--- config.mk ---
export PLATFORM = sky130hd
export DESIGN_NAME = motion_bbox_detect
export DESIGN_NICKNAME = d
export VERILOG_FILES = /design/src/rtl/motion_pkg.sv /design/src/rtl/stream_pos_counter.sv /design/src/rtl/motion_bbox_detect.sv
export SDC_FILE = /design/constraint.sdc
export NUM_CORES = 1
export LEC_CHECK = 0
export CAP_MARGIN = 10
export CORE_MARGIN = 5
export CORE_UTILIZATION = 55
export CTS_CLUSTER_SIZE = 10
export DETAILED_ROUTE_END_ITERATION = 16
export PLACE_DENSITY = 0.77
export SLEW_MARGIN = 20
export SYNTH_ARGS = -nofsm -noshare
export SYNTH_HDL_FRONTEND = slang
export SYNTH_SLANG_ARGS = --single-unit
--- constraint.sdc ---
create_clock -name clk -period 6.5 [get_ports clk]
set_clock_uncertainty 0.1 [all_clocks]
set_input_delay 1.3 -clock clk [delete_from_list [all_inputs] [get_ports clk]]
set_output_delay 1.3 -clock clk [all_outputs]
set_load 0.02 [all_outputs]
--- src/rtl/motion_pkg.sv ---
`default_nettype none
// ============================================================================
// Module   : motion_pkg
// Purpose  : Shared widths and FSM encoding for the motion bounding-box
//            detector (motion_bbox_detect and stream_pos_counter).
// Contents : X_W / Y_W   - column / line counter widths
//            CNT_W       - foreground population counter width
//            bbox_state_t- frame-tracking FSM states
// Revision : 1.0 - initial release
// ============================================================================
package motion_pkg;

  localparam int X_W   = 10;
  localparam int Y_W   = 10;
  localparam int CNT_W = 19;

  // Frame tracking: idle until a frame starts, collect while the frame is
  // active, then spend exactly one cycle publishing the results.
  typedef enum logic [1:0] {
    WAIT_SOF = 2'd0,
    ACTIVE   = 2'd1,
    REPORT   = 2'd2
  } bbox_state_t;

endpackage : motion_pkg
`default_nettype wire

--- src/rtl/stream_pos_counter.sv ---
`default_nettype none
// ============================================================================
// Module   : stream_pos_counter
// Purpose  : Registers the binary pixel stream once, detects frame / line
//            edges on the registered copy and tracks the (x, y) position of
//            the current pixel with saturating counters.
// Ports    : clk, rst_n          - pixel clock, async active-low reset
//            vsync, href, clken  - raw stream framing / strobe inputs
//            pix_in              - raw foreground bit
//            pix_accept          - registered vsync & href & clken
//            pix_bit             - registered foreground bit
//            x, y                - position of the pixel presented this cycle
//            sof, eof            - one-cycle vsync rise / fall strobes
// Revision : 1.0 - initial release
// ============================================================================
module stream_pos_counter
  import motion_pkg::*;
(
  input  logic           clk,
  input  logic           rst_n,
  input  logic           vsync,
  input  logic           href,
  input  logic           clken,
  input  logic           pix_in,
  output logic           pix_accept,
  output logic           pix_bit,
  output logic [X_W-1:0] x,
  output logic [Y_W-1:0] y,
  output logic           sof,
  output logic           eof
);

  localparam logic [X_W-1:0] c_X_MAX = '1;
  localparam logic [Y_W-1:0] c_Y_MAX = '1;

  logic           r_vsync;
  logic           r_href;
  logic           r_clken;
  logic           r_bit;
  logic           r_vsync_d;
  logic           r_href_d;
  logic [1:0]     r_prime;
  logic [X_W-1:0] r_x;
  logic [Y_W-1:0] r_y;

  logic           w_hist_ok;
  logic           w_href_fall;

  // --------------------------------------------------------------------------
  // Input register plus one-deep history for edge detection.
  // r_prime fills with ones one edge at a time: r_prime[1] is set once both
  // r_vsync and r_vsync_d hold genuine samples. Without this, a reset
  // released while vsync is already high would look like a rising edge and
  // start collecting a partial frame.
  // --------------------------------------------------------------------------
  always_ff @(posedge clk or negedge rst_n) begin
    if (!rst_n) begin
      r_vsync   <= 1'b0;
      r_href    <= 1'b0;
      r_clken   <= 1'b0;
      r_bit     <= 1'b0;
      r_vsync_d <= 1'b0;
      r_href_d  <= 1'b0;
      r_prime   <= 2'b00;
    end else begin
      r_vsync   <= vsync;
      r_href    <= href;
      r_clken   <= clken;
      r_bit     <= pix_in;
      r_vsync_d <= r_vsync;
      r_href_d  <= r_href;
      r_prime   <= {r_prime[0], 1'b1};
    end
  end

  assign w_hist_ok   = r_prime[1];
  assign sof         = w_hist_ok &  r_vsync & ~r_vsync_d;
  assign eof         = w_hist_ok & ~r_vsync &  r_vsync_d;
  assign w_href_fall = ~r_href & r_href_d;
  assign pix_accept  = r_vsync & r_href & r_clken;
  assign pix_bit     = r_bit;

  // --------------------------------------------------------------------------
  // Position counters. x/y describe the pixel currently presented on
  // pix_accept; they advance on the same edge the consumer samples them.
  // Both stick at all-ones so overlong lines / frames cannot wrap back into
  // the active window.
  // --------------------------------------------------------------------------
  always_ff @(posedge clk or negedge rst_n) begin
    if (!rst_n) begin
      r_x <= '0;
      r_y <= '0;
    end else if (sof) begin
      r_x <= '0;
      r_y <= '0;
    end else if (w_href_fall) begin
      // href low means no pixel is accepted this cycle, so the line end has
      // priority over the x increment without losing anything.
      r_x <= '0;
      if (r_y != c_Y_MAX) begin
        r_y <= r_y + 1'b1;
      end
    end else if (pix_accept && (r_x != c_X_MAX)) begin
      r_x <= r_x + 1'b1;
    end
  end

  assign x = r_x;
  assign y = r_y;

endmodule : stream_pos_counter
`default_nettype wire

--- src/rtl/motion_bbox_detect.sv ---
`default_nettype none
// ============================================================================
// Module   : motion_bbox_detect
// Purpose  : Reduces the eroded binary motion stream to one bounding box and
//            foreground population per frame. Results are published with a
//            one-cycle bbox_valid pulse and held until the next frame.
// Params   : IMG_HDISP  - active pixels per line
//            IMG_VDISP  - active lines per frame
//            MIN_PIXELS - minimum foreground count for a valid detection
// Ports    : clk, rst_n                     - pixel clock, async active-low
//            erosion_vsync/href/clken       - stream framing and strobe
//            erosion_img_Bit                - foreground bit (1 = motion)
//            bbox_valid                     - results-updated pulse
//            bbox_detected                  - enough foreground last frame
//            bbox_x_min/x_max/y_min/y_max   - inclusive bounds (0 if none)
//            pixel_count                    - saturating foreground count
// Revision : 1.0 - initial release
// ============================================================================
module motion_bbox_detect
  import motion_pkg::*;
#(
  parameter logic [X_W-1:0]   IMG_HDISP  = 10'd640,
  parameter logic [Y_W-1:0]   IMG_VDISP  = 10'd480,
  parameter logic [CNT_W-1:0] MIN_PIXELS = 19'd16
) (
  input  logic             clk,
  input  logic             rst_n,
  input  logic             erosion_vsync,
  input  logic             erosion_href,
  input  logic             erosion_clken,
  input  logic             erosion_img_Bit,
  output logic             bbox_valid,
  output logic             bbox_detected,
  output logic [X_W-1:0]   bbox_x_min,
  output logic [X_W-1:0]   bbox_x_max,
  output logic [Y_W-1:0]   bbox_y_min,
  output logic [Y_W-1:0]   bbox_y_max,
  output logic [CNT_W-1:0] pixel_count
);

  localparam logic [CNT_W-1:0] c_CNT_MAX = '1;
  localparam logic [X_W-1:0]   c_X_INIT  = IMG_HDISP - 1'b1;
  localparam logic [Y_W-1:0]   c_Y_INIT  = IMG_VDISP - 1'b1;

  // Stream position interface
  logic           w_pix_accept;
  logic           w_pix_bit;
  logic [X_W-1:0] w_x;
  logic [Y_W-1:0] w_y;
  logic           w_sof;
  logic           w_eof;

  // FSM
  bbox_state_t    r_state;
  bbox_state_t    w_state_next;
  logic           w_acc_clear;
  logic           w_acc_en;
  logic           w_report;

  // Accumulators
  logic [X_W-1:0]   r_x_min;
  logic [X_W-1:0]   r_x_max;
  logic [Y_W-1:0]   r_y_min;
  logic [Y_W-1:0]   r_y_max;
  logic [CNT_W-1:0] r_count;
  logic             r_any;

  logic             w_in_range;
  logic             w_detected;

  stream_pos_counter u_pos (
    .clk        (clk),
    .rst_n      (rst_n),
    .vsync      (erosion_vsync),
    .href       (erosion_href),
    .clken      (erosion_clken),
    .pix_in     (erosion_img_Bit),
    .pix_accept (w_pix_accept),
    .pix_bit    (w_pix_bit),
    .x          (w_x),
    .y          (w_y),
    .sof        (w_sof),
    .eof        (w_eof)
  );

  // --------------------------------------------------------------------------
  // FSM: state register
  // --------------------------------------------------------------------------
  always_ff @(posedge clk or negedge rst_n) begin
    if (!rst_n) begin
      r_state <= WAIT_SOF;
    end else begin
      r_state <= w_state_next;
    end
  end

  // --------------------------------------------------------------------------
  // FSM: next-state logic. An eof seen outside ACTIVE belongs to a frame
  // whose start was never observed (e.g. reset mid-frame) and is dropped.
  // --------------------------------------------------------------------------
  always_comb begin
    w_state_next = r_state;
    case (r_state)
      WAIT_SOF: if (w_sof) w_state_next = ACTIVE;
      ACTIVE:   if (w_eof) w_state_next = REPORT;
      REPORT:   w_state_next = WAIT_SOF;
      default:  w_state_next = WAIT_SOF;
    endcase
  end

  // --------------------------------------------------------------------------
  // FSM: output decode
  // --------------------------------------------------------------------------
  assign w_in_range = (w_x < IMG_HDISP) && (w_y < IMG_VDISP);

  always_comb begin
    w_acc_clear = 1'b0;
    w_acc_en    = 1'b0;
    w_report    = 1'b0;
    case (r_state)
      WAIT_SOF: w_acc_clear = w_sof;
      ACTIVE:   w_acc_en    = w_pix_accept & w_pix_bit & w_in_range;
      REPORT:   w_report    = 1'b1;
      default:  ;
    endcase
  end

  // --------------------------------------------------------------------------
  // Bounding-box and population accumulators. Min registers start at the
  // far edge so the first foreground pixel always replaces them.
  // --------------------------------------------------------------------------
  always_ff @(posedge clk or negedge rst_n) begin
    if (!rst_n) begin
      r_x_min <= c_X_INIT;
      r_x_max <= '0;
      r_y_min <= c_Y_INIT;
      r_y_max <= '0;
      r_count <= '0;
      r_any   <= 1'b0;
    end else if (w_acc_clear) begin
      r_x_min <= c_X_INIT;
      r_x_max <= '0;
      r_y_min <= c_Y_INIT;
      r_y_max <= '0;
      r_count <= '0;
      r_any   <= 1'b0;
    end else if (w_acc_en) begin
      if (w_x < r_x_min) r_x_min <= w_x;
      if (w_x > r_x_max) r_x_max <= w_x;
      if (w_y < r_y_min) r_y_min <= w_y;
      if (w_y > r_y_max) r_y_max <= w_y;
      if (r_count != c_CNT_MAX) begin
        r_count <= r_count + 1'b1;
      end
      r_any <= 1'b1;
    end
  end

  // r_any guards the MIN_PIXELS == 0 case, where the count test alone would
  // report a box built from the untouched initial min/max values.
  assign w_detected = r_any && (r_count >= MIN_PIXELS);

  // --------------------------------------------------------------------------
  // Output registers: loaded only in REPORT, held otherwise.
  // --------------------------------------------------------------------------
  always_ff @(posedge clk or negedge rst_n) begin
    if (!rst_n) begin
      bbox_valid    <= 1'b0;
      bbox_detected <= 1'b0;
      bbox_x_min    <= '0;
      bbox_x_max    <= '0;
      bbox_y_min    <= '0;
      bbox_y_max    <= '0;
      pixel_count   <= '0;
    end else begin
      bbox_valid <= w_report;
      if (w_report) begin
        bbox_detected <= w_detected;
        bbox_x_min    <= w_detected ? r_x_min : '0;
        bbox_x_max    <= w_detected ? r_x_max : '0;
        bbox_y_min    <= w_detected ? r_y_min : '0;
        bbox_y_max    <= w_detected ? r_y_max : '0;
        pixel_count   <= r_count;
      end
    end
  end

endmodule : motion_bbox_detect
`default_nettype wire

# Word level (Yosys, flattened, before mapping)

Index checks and enable logic that the tools add are counted.
W data, S select, Z words.

Bitwise logic cells: 12
Multiplexer cells: 33
Add/sub/neg operators: 3
Reduce and logical (&&, ||, !) cells: 20
$lt $le $gt $ge: 7
Equal/unequal tests: 7

Operators by type and width:

| operator                | number |
|---|---|
| $mux W10                | 22 |
| $mux W19                | 3 |
| $add A10 B1 Y10 const B | 2 |
| $gt A10 B10 Y1          | 2 |
| $lt A10 B10 Y1          | 2 |
| $ne A10 B10 Y1 const B  | 2 |
| $add A19 B1 Y19 const B | 1 |
| $ge A19 B5 Y1 const B   | 1 |
| $ne A19 B19 Y1 const B  | 1 |
| $reduce_bool A2 Y1      | 8 |
| $reduce_and A2 Y1       | 7 |
| $lt A10 B10 Y1 const B  | 1 |
| $lt A10 B9 Y1 const B   | 1 |
| $and A1 B1 Y1           | 9 |
| $mux W1                 | 5 |
| $mux W2                 | 2 |
| $pmux W2 S2             | 1 |
| $logic_and A1 B1 Y1     | 3 |
| $not A1 Y1              | 3 |
| $reduce_bool A3 Y1      | 1 |
| $eq A2 B1 Y1 const B    | 1 |
| $eq A2 B2 Y1 const B    | 1 |
| $logic_not A2 Y1        | 1 |
| $ne A2 B1 Y1 const B    | 1 |
| $ne A2 B2 Y1 const B    | 1 |

Input port bits: 6
Flip-flop bits (word level): 151

# Depth between registers and ports, before layout

Word-level depth: 7
Gate-level depth with buffers: 10
Depth with buffers taken out: 8

# Cells and area by module

A second synthesis with hierarchy kept.

Cell total of the unflattened synthesis: 711
Area, all modules: 7,502.2 µm²

By module, submodules not included:

| module             | cells an instance | area each (µm²) | times used |
|---|---|---|---|
| motion_bbox_detect | 579               | 6,158.4         | 1 |
| stream_pos_counter | 132               | 1,343.8         | 1 |

# Worst setup path before layout

Ideal clock, no wire load.

Kind: register to register
From: register r_y_min[8]
To: register r_y_min[7]
Setup slack: 4.332 ns
Cell stages (with the launch flop): 10
Arrival: 1.987 ns
Period minus slack after synthesis: 2.168 ns
Library setup time: 0.081 ns
Cells stage by stage: dfstp_2 > inv_1 > ha_1 > and4_1 > a21oi_1 > o211ai_1 > a31oi_4 > buf_2 > nand2_1 > o211ai_1

Cells in the longest elaborated chain, start to end: 3

Ends and longest elaborated chain:

| item                         | RTL line                  | RTL |
|---|---|---|
| start, declared              | motion_bbox_detect.sv:63  | `logic [Y_W-1:0] r_y_min;` |
| start signal, assigned       | motion_bbox_detect.sv:136 | `r_y_min <= c_Y_INIT;` |
| start signal, assigned       | motion_bbox_detect.sv:143 | `r_y_min <= c_Y_INIT;` |
| start signal, assigned       | motion_bbox_detect.sv:150 | `if (w_y < r_y_min) r_y_min <= w_y;` |
| $lt A10 B10 Y1               | motion_bbox_detect.sv:150 |  |
| $reduce_bool A2 Y1 (no line) | -                         |  |
| $reduce_and A2 Y1 (no line)  | -                         |  |

No other way between the ends.
A chain may end at the register's enable or synchronous reset.

# Worst setup path after layout

From: register r_state[0]
To: register bbox_y_min[2]

Cells in the longest elaborated chain, start to end: 2

Ends and longest elaborated chain:

| item                   | RTL line                  | RTL |
|---|---|---|
| start, declared        | motion_bbox_detect.sv:54  | `bbox_state_t r_state;` |
| start signal, assigned | motion_bbox_detect.sv:93  | `r_state <= w_state_next;` |
| $eq A2 B2 Y1           | motion_bbox_detect.sv:120 | `case (r_state)` |
| $mux W1                | motion_bbox_detect.sv:120 |  |
| end signal, assigned   | motion_bbox_detect.sv:181 | `bbox_y_min <= w_detected ? r_y_min : '0;` |
| end, declared          | motion_bbox_detect.sv:36  | `output logic [Y_W-1:0] bbox_y_min,` |

No other way between the ends.

==> results by group <==
Power and ir drop
  – Leak Pwr: slightly below 4 nW
  – Overall Power: between 2 and 2.5 mW
  – VDD IR max: between 0.00015 and 0.0002 V
  – PwrDens: approximately 280 nW/um^2

Layout
  – Area Growth Syn to Fin: 19.86%
  – Fin nets: ~790
  – Fin cells: ~930
  – Reg area: 3799 sq um
  – N_diodes: 0
  – Footprint of the multi-input gates: 3022 sq um
  – Top flop regs: pixel_count: 19 flops, r_count: 19 flops
  – Fill cells: approximately 940
  – Fin area: 8534 sq um
  – Layout cells sized above 1: 0.08730
  – Final Core Density: 0.6735

Detailed routing
  – Vias: approximately 5.2k
  – DR vias/cell: 5.633
  – Initial DRT Pass Iterations: 4
  – Initial detailed-routing violation count: slightly below 300
  – DRC: 0
  – Wire per inst: around 16 microns
  – Drt total wl: between 10000 and 15000 microns
  – Post-detailed-route count of antenna-violating nets: 0

Global route
  – Largest net degree at the start of global routing: just under 90
  – Vias in the first global route: 5370
  – All-Layer GR Usage: 0.2121
  – Initial antenna violation count: 0
  – GRT overflow: 0
  – First-pass GRT wire length: between 20000 and 30000 microns

STA
  – Final Hold Fails: 0
  – Setup ws final: between 3 and 4 ns
  – Slew headroom: 0.5092
  – Pins Over Slew Limit: 0
  – Fmax: about 0.35 GHz
  – Hold WS: 0.2497 ns
  – Unrepaired setup endpoints after global routing: no
  – Final period util: 0.4359
  – Setup TNS: 0 ns
  – Final setup vio count: 0
  – Min Tclk post-route: between 2 and 3 ns
  – Slew @ Worst Pin: ~0.74 ns

Hold path
  – Hold path endpoint: u_pos.r_prime[1]
  – Worst hold path depth: 0
  – HP Class: register to register
  – Min-delay src: u_pos.r_prime[0]

Setup path
  – Worst Path Arrival: 3.08 ns
  – Crit path max fanout: 66
  – Worst r2r dst: bbox_y_min[2]
  – Worst setup EP type: register
  – WS Path Type: register to register
  – FF-to-FF setup slack: 3.67 ns
  – Worst endpoint required time: about 6.8 ns
  – CP Launch Type: register
  – Reg2Reg Depth: 6
  – RR Startpoint: r_state[0]

Placed design
  – Pre-CTS WS: 3.557 ns
  – Placed cell area: 7938 sq um
  – DP Wirelength: ~10000 microns
  – PortBufs: 66
  – Routability Congestion: 0.8715
  – DP Cell Count: about 900

Job
  – Max Cap Violations: 0

Floorplan
  – Num rows: 41
  – Chip height: between 100 and 150 microns
  – Starting density of the core: 0.5620
  – Die area: between 15000 and 20000 sq um
  – I/O pin count: 67
  – Die W: ~120 microns
  – Core Region: approximately 13000 sq um

Synthesis
  – Cell taking the most area after synthesis: dfrtp_1
  – Predominant post-synthesis flop cell: dfrtp_1
  – Post-synth top area share: 0.4744
  – Syn Inst Count: roughly 680
  – Synth top area cells: dfrtp_1 47%, ha_1 7.4%, dfstp_2 5.9%
  – Synth warnings: 0
  – EDFF count, synth: 0
  – FFs w/ async S/R, synth: 1.000
  – Flops & latches, synth: approximately 150
  – Most frequent cells after synthesis: 135 x dfrtp_1, 95 x nand2_1, 54 x inv_1
  – Mapped Nets: 727
  – Synth Area per Inst: between 10 and 15 sq um
  – Cell variety after synth: 52
  – Most numerous cell in the Yosys netlist: dfrtp_1
  – Mapped cell area: just over 7000 sq um
  – Post-synthesis sequential area ratio: 0.5335

CTS
  – Setup Fix Bufs, Post-CTS: 0
  – Clk sink count: 151
  – Hold-fix buffers, CTS: 0
  – CTS H-tree lvls: 4
  – CTS-repair resized insts: 0
  – CTS tree: done
  – Clk slew on worst S/H paths: approximately 0.060 ns
  – CTS Buf Count: 17
  – Clk buf depth: 2
  – Root buf cell: clkbuf_16
  – Clk_lat worst skew: 0.42 ns

Status
  – Status: finished clean
-- cell usage in the layout (no fill, tap or decap), types with 6 or more instances in the layout --
cell               n
dfrtp_1          135
nand2_1           95
clkdlybuf4s50_1   65
inv_1             54
ha_1              42
a22o_1            40
nor2_1            38
o21ai_0           29
nand3_1           27
a21oi_1           19
clkbuf_16         17
o211ai_1          16
dfstp_2           16
xnor2_1           15
xor2_1            11
nand4_1           10
and4_1             9
nor3_1             9
a21o_1             9
mux2i_1            7
nor2b_1            7
o31ai_1            7
nor4_1             6
or3_1              6
and3_1             6
-- worst max path at each step --
stage,start,to,slack [ns]
after floorplan,r_y_min[8],r_y_min[7],4.33
after global placement,rst_n,bbox_x_min[3],3.59
after detailed placement,rst_n,bbox_x_min[3],3.56
after CTS,r_state[0],bbox_y_min[2],3.65
after global routing,r_state[1],bbox_y_max[1],3.42
final,r_state[0],bbox_y_min[2],3.67
-- final cells by class --
class / instances / share of cell area
timing repair buffer: 71 / 0.08239
clock buffer: 23 / 0.05483
sequential: 151 / 0.4451
clock inverter: 9 / 0.01466
inverter: 54 / 0.02375
multi-input combinational: 448 / 0.3541
tap: 172 / 0.02522
-- metal layers --
metal,GRT usage,up-vias,routed length [microns]
li1,-,2506,-
met1,0.2820,2587,6543
met2,0.3454,108,7413
met3,0.03951,26,526
met4,0.08512,0,263
met5,0,-,0
-- worst max-delay path, stage by stage (launching register included) --
cell and delay (ns):
dfrtp_1 0.46, or2b_2 0.31, buf_4 0.30, inv_1 0.45, and3_1 0.51, buf_4 0.39
a22o_1 0.18
-- power by group --
part / switching (mW) / leakage, nW / internal, mW
registers: 0.0658 / 2.02 / 1.03
logic: 0.163 / 1.62 / 0.115
clock network: 0.363 / 0.287 / 0.621
-- logic make-up after synthesis --
logic type | share of synthesized area
simple gates | 0.1687
flops | 0.5335
compound gates | 0.1385
buf+inv | 0.04323
fa+ha+maj | 0.07380
xor+xnor | 0.03198
mux | 0.009840
other cells | 0.0005266
No activity file was read; power rests on OpenSTA's default activity.
